[config.mk]
export PLATFORM = sky130hd
export DESIGN_NAME = multicycle_ctrl
export DESIGN_NICKNAME = d
export VERILOG_FILES = /design/src/rtl/multicycle_ctrl_pkg.sv /design/src/rtl/mctrl_timeout.sv /design/src/rtl/multicycle_ctrl.sv
export SDC_FILE = /design/constraint.sdc
export NUM_CORES = 1
export LEC_CHECK = 0
export BUFFER_PORTS_ARGS = -buffer_cell sky130_fd_sc_hd__buf_2
export CAP_MARGIN = 20
export CORE_MARGIN = 1.5
export CORE_UTILIZATION = 55
export CTS_BUF_LIST = sky130_fd_sc_hd__clkbuf_4
export DETAILED_ROUTE_END_ITERATION = 16
export HOLD_SLACK_MARGIN = 0.15
export PLACE_DENSITY_LB_ADDON = 0.2
export RECOVER_POWER = 100
export SLEW_MARGIN = 10
export SYNTH_ARGS = -nofsm -noshare
export SYNTH_HDL_FRONTEND = slang
export SYNTH_SLANG_ARGS = --single-unit
[constraint.sdc]
create_clock -name clk -period 2 [get_ports clk]
set_input_delay 0.4 -clock clk [delete_from_list [all_inputs] [get_ports clk]]
set_output_delay 0.4 -clock clk [all_outputs]
set_load 0.05 [all_outputs]
[src/rtl/multicycle_ctrl_pkg.sv]
// Shared encodings for the multi-cycle sequencer and the opcode-class decoder:
// instruction formats, classes (= IR[6:2]), FSM states, mux selects and trap causes.
package multicycle_ctrl_pkg;

  typedef enum logic [2:0] {
    FMT_R  = 3'd0,
    FMT_I  = 3'd1,
    FMT_S  = 3'd2,
    FMT_B  = 3'd3,
    FMT_U  = 3'd4,
    FMT_J  = 3'd5,
    FMT_R4 = 3'd6
  } fmt_e;

  typedef enum logic [4:0] {
    CLS_LOAD      = 5'b00000,
    CLS_OP_IMM    = 5'b00100,
    CLS_OP_IMM_32 = 5'b00110,
    CLS_STORE     = 5'b01000,
    CLS_OP        = 5'b01100,
    CLS_LUI       = 5'b01101,
    CLS_OP_32     = 5'b01110,
    CLS_MADD      = 5'b10000,
    CLS_NMSUB     = 5'b10010,
    CLS_BRANCH    = 5'b11000,
    CLS_JALR      = 5'b11001,
    CLS_JAL       = 5'b11011
  } cls_e;

  typedef enum logic [2:0] {
    ST_FETCH  = 3'd0,
    ST_DECODE = 3'd1,
    ST_EXEC   = 3'd2,
    ST_MEM    = 3'd3,
    ST_WB     = 3'd4,
    ST_TRAP   = 3'd7
  } state_e;

  localparam logic [1:0] PC_PLUS4 = 2'd0;
  localparam logic [1:0] PC_REL   = 2'd1;
  localparam logic [1:0] PC_JALR  = 2'd2;

  localparam logic [1:0] WB_ALU = 2'd0;
  localparam logic [1:0] WB_MEM = 2'd1;
  localparam logic [1:0] WB_PC4 = 2'd2;
  localparam logic [1:0] WB_IMM = 2'd3;

  localparam logic [1:0] CAUSE_NONE         = 2'd0;
  localparam logic [1:0] CAUSE_ILLEGAL      = 2'd1;
  localparam logic [1:0] CAUSE_IF_TIMEOUT   = 2'd2;
  localparam logic [1:0] CAUSE_DMEM_TIMEOUT = 2'd3;

  // MADD/NMSUB and any class outside the list above fall through to illegal.
  function automatic logic is_legal(input logic [4:0] cls, input logic [1:0] lo,
                                    input logic rv64);
    logic ok;
    unique case (cls)
      CLS_LOAD, CLS_STORE, CLS_BRANCH, CLS_JALR, CLS_JAL,
      CLS_OP_IMM, CLS_OP, CLS_LUI:  ok = 1'b1;
      CLS_OP_IMM_32, CLS_OP_32:     ok = rv64;
      default:                      ok = 1'b0;
    endcase
    return ok && (lo == 2'b11);
  endfunction

  function automatic logic uses_imm(input fmt_e fmt);
    return fmt inside {FMT_I, FMT_S, FMT_U, FMT_J};
  endfunction

endpackage

[src/rtl/mctrl_timeout.sv]
// Handshake watchdog: loadable 8-bit up-counter; o_expired flags the cycle in
// which the LIMIT-th consecutive enabled cycle is being spent.
module mctrl_timeout #(
  parameter logic [7:0] LIMIT = 8'd255
) (
  input  logic       clk,
  input  logic       rst_n,
  input  logic       i_clr,
  input  logic       i_load,
  input  logic [7:0] i_load_val,
  input  logic       i_en,
  output logic       o_expired
);

  logic [7:0] r_count;

  always_ff @(posedge clk or negedge rst_n) begin
    if (!rst_n) begin
      r_count <= '0;
    end else if (i_clr) begin
      r_count <= '0;
    end else if (i_load) begin
      r_count <= i_load_val;
    end else if (i_en) begin
      r_count <= r_count + 8'd1;
    end
  end

  assign o_expired = i_en && (r_count == LIMIT - 8'd1);

endmodule

[src/rtl/multicycle_ctrl.sv]
// Multi-cycle sequencer: FETCH/DECODE/EXEC/MEM/WB with memory handshakes, timeout
// and illegal-instruction traps. Define MULTICYCLE_CTRL_PERF_EN for cycle/instret counters.
module multicycle_ctrl
  import multicycle_ctrl_pkg::*;
#(
  parameter int unsigned MEM_TIMEOUT = 255,
  parameter bit          RV64        = 1'b0
) (
  input  logic       clk,
  input  logic       rst_n,
  input  logic [2:0] instr_format,
  input  logic [4:0] instr_type,
  input  logic [1:0] ir_lo,
  input  logic       branch_taken,
  output logic       if_req,
  input  logic       if_ack,
  output logic       dmem_req,
  output logic       dmem_we,
  input  logic       dmem_ack,
  output logic       ir_we,
  output logic       pc_we,
  output logic [1:0] pc_sel,
  output logic       alu_src_b,
  output logic       rf_we,
  output logic [1:0] wb_sel,
  output logic       trap,
  output logic [1:0] trap_cause,
  output logic [2:0] state_o
`ifdef MULTICYCLE_CTRL_PERF_EN
  ,
  output logic [31:0] cycle_cnt,
  output logic [31:0] instret_cnt
`endif
);

  localparam logic [7:0] TIMEOUT_LIMIT = 8'(MEM_TIMEOUT);

  state_e     r_state;
  cls_e       r_cls;
  fmt_e       r_fmt;
  logic       r_taken;
  logic [1:0] r_cause;

  state_e     w_next;
  logic [1:0] w_trap_cause;
  logic       w_expired;
  logic       w_waiting;
  logic       w_state_change;

  assign w_waiting      = (r_state == ST_FETCH) || (r_state == ST_MEM);
  assign w_state_change = (w_next != r_state);

  mctrl_timeout #(.LIMIT(TIMEOUT_LIMIT)) u_timeout (
    .clk        (clk),
    .rst_n      (rst_n),
    .i_clr      (w_state_change),
    .i_load     (1'b0),
    .i_load_val (8'd0),
    .i_en       (w_waiting),
    .o_expired  (w_expired)
  );

  // NOTE: every always_comb output gets a default first so no path leaves it unassigned (no latch).
  always_comb begin
    w_next = r_state;
    unique case (r_state)
      ST_FETCH:  if (if_ack) w_next = ST_DECODE;
                 else if (w_expired) w_next = ST_TRAP;
      ST_DECODE: w_next = is_legal(instr_type, ir_lo, RV64) ? ST_EXEC : ST_TRAP;
      ST_EXEC:   w_next = (r_cls inside {CLS_LOAD, CLS_STORE}) ? ST_MEM : ST_WB;
      ST_MEM:    if (dmem_ack) w_next = ST_WB;
                 else if (w_expired) w_next = ST_TRAP;
      ST_WB:     w_next = ST_FETCH;
      default:   w_next = ST_TRAP;
    endcase
  end

  always_comb begin
    w_trap_cause = CAUSE_ILLEGAL;
    if (r_state == ST_FETCH)    w_trap_cause = CAUSE_IF_TIMEOUT;
    else if (r_state == ST_MEM) w_trap_cause = CAUSE_DMEM_TIMEOUT;
  end

  // NOTE: sequential state uses non-blocking assignments so all flops update from pre-edge values.
  always_ff @(posedge clk or negedge rst_n) begin
    if (!rst_n) begin
      r_state <= ST_FETCH;
      r_cls   <= CLS_LOAD;
      r_fmt   <= FMT_R;
      r_taken <= 1'b0;
      r_cause <= CAUSE_NONE;
    end else begin
      r_state <= w_next;
      if (r_state == ST_DECODE) begin
        r_cls <= cls_e'(instr_type);
        r_fmt <= fmt_e'(instr_format);
      end
      if (r_state == ST_EXEC) r_taken <= branch_taken;
      if (w_next == ST_TRAP && r_state != ST_TRAP) r_cause <= w_trap_cause;
    end
  end

  // Outputs are gated by rst_n so requests drop the moment reset asserts.
  always_comb begin
    if_req    = 1'b0;
    ir_we     = 1'b0;
    dmem_req  = 1'b0;
    dmem_we   = 1'b0;
    pc_we     = 1'b0;
    pc_sel    = PC_PLUS4;
    alu_src_b = 1'b0;
    rf_we     = 1'b0;
    wb_sel    = WB_ALU;
    trap      = 1'b0;
    if (rst_n) begin
      unique case (r_state)
        ST_FETCH: begin
          if_req = 1'b1;
          ir_we  = if_ack;
        end
        ST_EXEC:  alu_src_b = uses_imm(r_fmt);
        ST_MEM: begin
          dmem_req = 1'b1;
          dmem_we  = (r_cls == CLS_STORE);
        end
        ST_WB: begin
          pc_we = 1'b1;
          unique case (r_cls)
            CLS_OP, CLS_OP_IMM, CLS_OP_32, CLS_OP_IMM_32: rf_we = 1'b1;
            CLS_LOAD: begin rf_we = 1'b1; wb_sel = WB_MEM; end
            CLS_LUI:  begin rf_we = 1'b1; wb_sel = WB_IMM; end
            CLS_JAL:  begin rf_we = 1'b1; wb_sel = WB_PC4; pc_sel = PC_REL;  end
            CLS_JALR: begin rf_we = 1'b1; wb_sel = WB_PC4; pc_sel = PC_JALR; end
            CLS_BRANCH: pc_sel = r_taken ? PC_REL : PC_PLUS4;
            default: ;
          endcase
        end
        ST_TRAP:  trap = 1'b1;
        default: ;
      endcase
    end
  end

  assign trap_cause = r_cause;
  assign state_o    = r_state;

`ifdef MULTICYCLE_CTRL_PERF_EN
  logic [31:0] r_cycle_cnt;
  logic [31:0] r_instret_cnt;

  always_ff @(posedge clk or negedge rst_n) begin
    if (!rst_n) begin
      r_cycle_cnt   <= '0;
      r_instret_cnt <= '0;
    end else begin
      if (r_state != ST_TRAP) r_cycle_cnt   <= r_cycle_cnt + 32'd1;
      if (r_state == ST_WB)   r_instret_cnt <= r_instret_cnt + 32'd1;
    end
  end

  assign cycle_cnt   = r_cycle_cnt;
  assign instret_cnt = r_instret_cnt;
`endif

endmodule
==> impl_metrics.yaml <==
status:
  outcome: "complete, but fails checks"
  failed_checks: "setup timing"
cells_and_area:
  final_common_cell: "nor2_1"
  register_area_um2: 554
  n_antenna_cell: 0
  layout_common_cells: "nor2_1, dfrtp_1, buf_4"
  area_growth_pct: 35.5
  fin_nets: 219
  drive_above_1_share_pct: 46.8
  multiInputGateArea_um2: 906
  n_fill_cell: 174
  utilization_pct: 78.0
timing:
  fin_crit_sh_pct: 102
  timing.fmax_ghz: 0.488
  tightest_slew_ps: 671
  slew_headroom_pct: 55.3
  hold_viol_final: 0
  period_needed_ps: 2050
  maxSlewViolCount: 0
  rsz0062_at_grt: "yes"
  worst_slack_ps: -47.2
  finClkSkew_ps: 20.5
  setup_viol: 2
  setup_tns_ps: -75.7
clock_network:
  clock_sinks: 22
  cts_max_path_buffers: 2
  clk_pin_slew_ps: 130
  numCtsBuffers: 3
  cts_root_buf: "clkbuf_4"
  h-tree-depth: 1
  tritoncts: "built"
  clk_latency_ps: 310
worst_setup_path:
  crit_path_max_fanout: 2
  critical_path.startpoint: "r_cls[3]"
  worst_ep_required_time_ps: 1600
  worst_ep_arrival_time_ps: 1650
  worstSetupStartpointType: "register"
  r2r-start: "r_cls[0]"
  crit_type: "register to primary output"
  crit_path_end_kind: "primary output"
yosys:
  synth-edff-count: 0
  ys.flop_type: "dfrtp_1"
  ys.warnings.count: 0
  synthTopCellsByArea: "dfrtp_1, mux2_2, nor2_1, xor2_1, nand2_1"
  ys_seq_area_share_pct: 39.0
  synth-async-reset-ratio_pct: 100
  avgSynthCellArea_um2: 9.61
  syn_inst: 147
  syn_nets: 164
  synth_seq_cells: 22
  synth_cell_types: 47
  synth_area_um2: 1410
  synth_area_leader_cell: "dfrtp_1"
  synth_top_cell_area_share_pct: 39.0
drt:
  drt-total-wl_um: 3640
  drc: 0
  drt-pass1-iter-count: 4
  wl_per_cell_um: 15.7
  vias_per_cell: 5.68
  dr.first_iter.drc_count: 30
  vias: 1313
  ant_nets: 0
die:
  dieHeight_um: 53.7
  die_w_um: 53.7
  core_area_um2: 2450
  dieArea_um2: 2880
  io_pins: 32
  rows: 18
  initial_utilization_pct: 57.5
grt:
  antenna_found_initial: 0
  grt_max_degree: 14
  grt_pass1_wl_um: 5550
  grt_overflow_total: 0
  track_usage_pct: 26.5
  grt_pass1_vias: 1226
power:
  leakage_nw: 0.862
  total_power_mw: 1.84
  cellPowerDensity_nw_per_um2: 960
  vdd_drop_max_mv: 0.719
place:
  dp_slack_ps: 45.3
  hpwl_um: 2530
  port_buffers: 31
  globalplace.congestion: 0.934
job:
  maxCapViolCount: 0
min_path:
  hp-class: "input pin to register"
  min_from: "branch_taken"
-- report_power, final --
part	internal [mW]	switching [mW]
Sequential	0.545	0.0971
Clock	0.0914	0.132
Combinational	0.411	0.560
-- critical path, stage by stage, from the launching register on --
cell and delay [ps]:
dfrtp_1 400, or3_4 400, a2111oi_4 340, buf_6 210
-- flip-flops by register name, indices dropped and copies added, names as in the netlist --
register           cells
u_timeout.r_count      8
trap_cause             2
r_taken                1
r_cls                  5
r_fmt                  3
state_o                3
-- stage by stage --
stage / std cells / instance area, µm² / hold slack, ps
4_1_cts: 225 / 1870 / 316
5_1_grt: 231 / 1910 / 316
6_report: 231 / 1910 / 311
2_1_floorplan: 147 / 1520 / 104
3_3_place_gp: 213 / 1730 / 411
3_5_place_dp: 213 / 1730 / 415
-- logic make-up (layout without fill, tap and decap cells) --
family | Yosys count | in the layout | synth area share, %
adders and majority gates | 2 | 2 | 1.77
AOI/OAI and AO/OA | 26 | 26 | 14.3
xor gates and xnor gates | 8 | 8 | 4.96
muxes | 10 | 10 | 8.24
and+or+nand+nor | 69 | 69 | 25.9
buffers and inverters | 10 | 64 | 5.85
DFF | 22 | 22 | 39.0
-- cell usage after synthesis, types with 3 or more instances --
library cell,number
a21oi_1,4
xor2_1,6
nor2_1,24
clkbuf_8,3
nand3_1,7
o21ai_0,5
nand2_1,13
inv_1,4
nand4_1,3
nand2b_1,3
nor3_1,4
dfrtp_1,22
mux2_2,9
-- routing by layer --
metal,share of wire [%],GRT usage (%)
met1,45,36.6
met2,51,42.3
met3,2.6,5.00
met4,1.6,7.69
met5,0,0
-- final timing paths --
path                            endpoint  slack (ps)  cells after the start
min in group asynchronous        r_taken         880                      3
setup / recovery               wb_sel[0]         -50                      3
max in group asynchronous       r_cls[4]         570                      3
hold / removal                   r_taken         310                      2
hold reg to reg            trap_cause[1]         510                      1
setup reg to reg           trap_cause[0]          60                      8
-- timing repair --
action | CTS | global route
hold endpoints to repair | 22 | 0
buffers inserted | 6 | 6
hold buffers | 2 | 0
cloned | 0 | 0
pin swaps | 2 | 9
endpoints found under the setup margin | 10 | 10
resized for setup | 14 | 11
-- area by class of cell --
type                    count  area share, %
inverters                   4          0.980
repair buffers             56           19.2
multi-input cells         115           47.3
flip-flops and latches     22           29.0
well taps                  30           1.96
clock buffers               4           1.57
(Power assumes the default switching activity.)
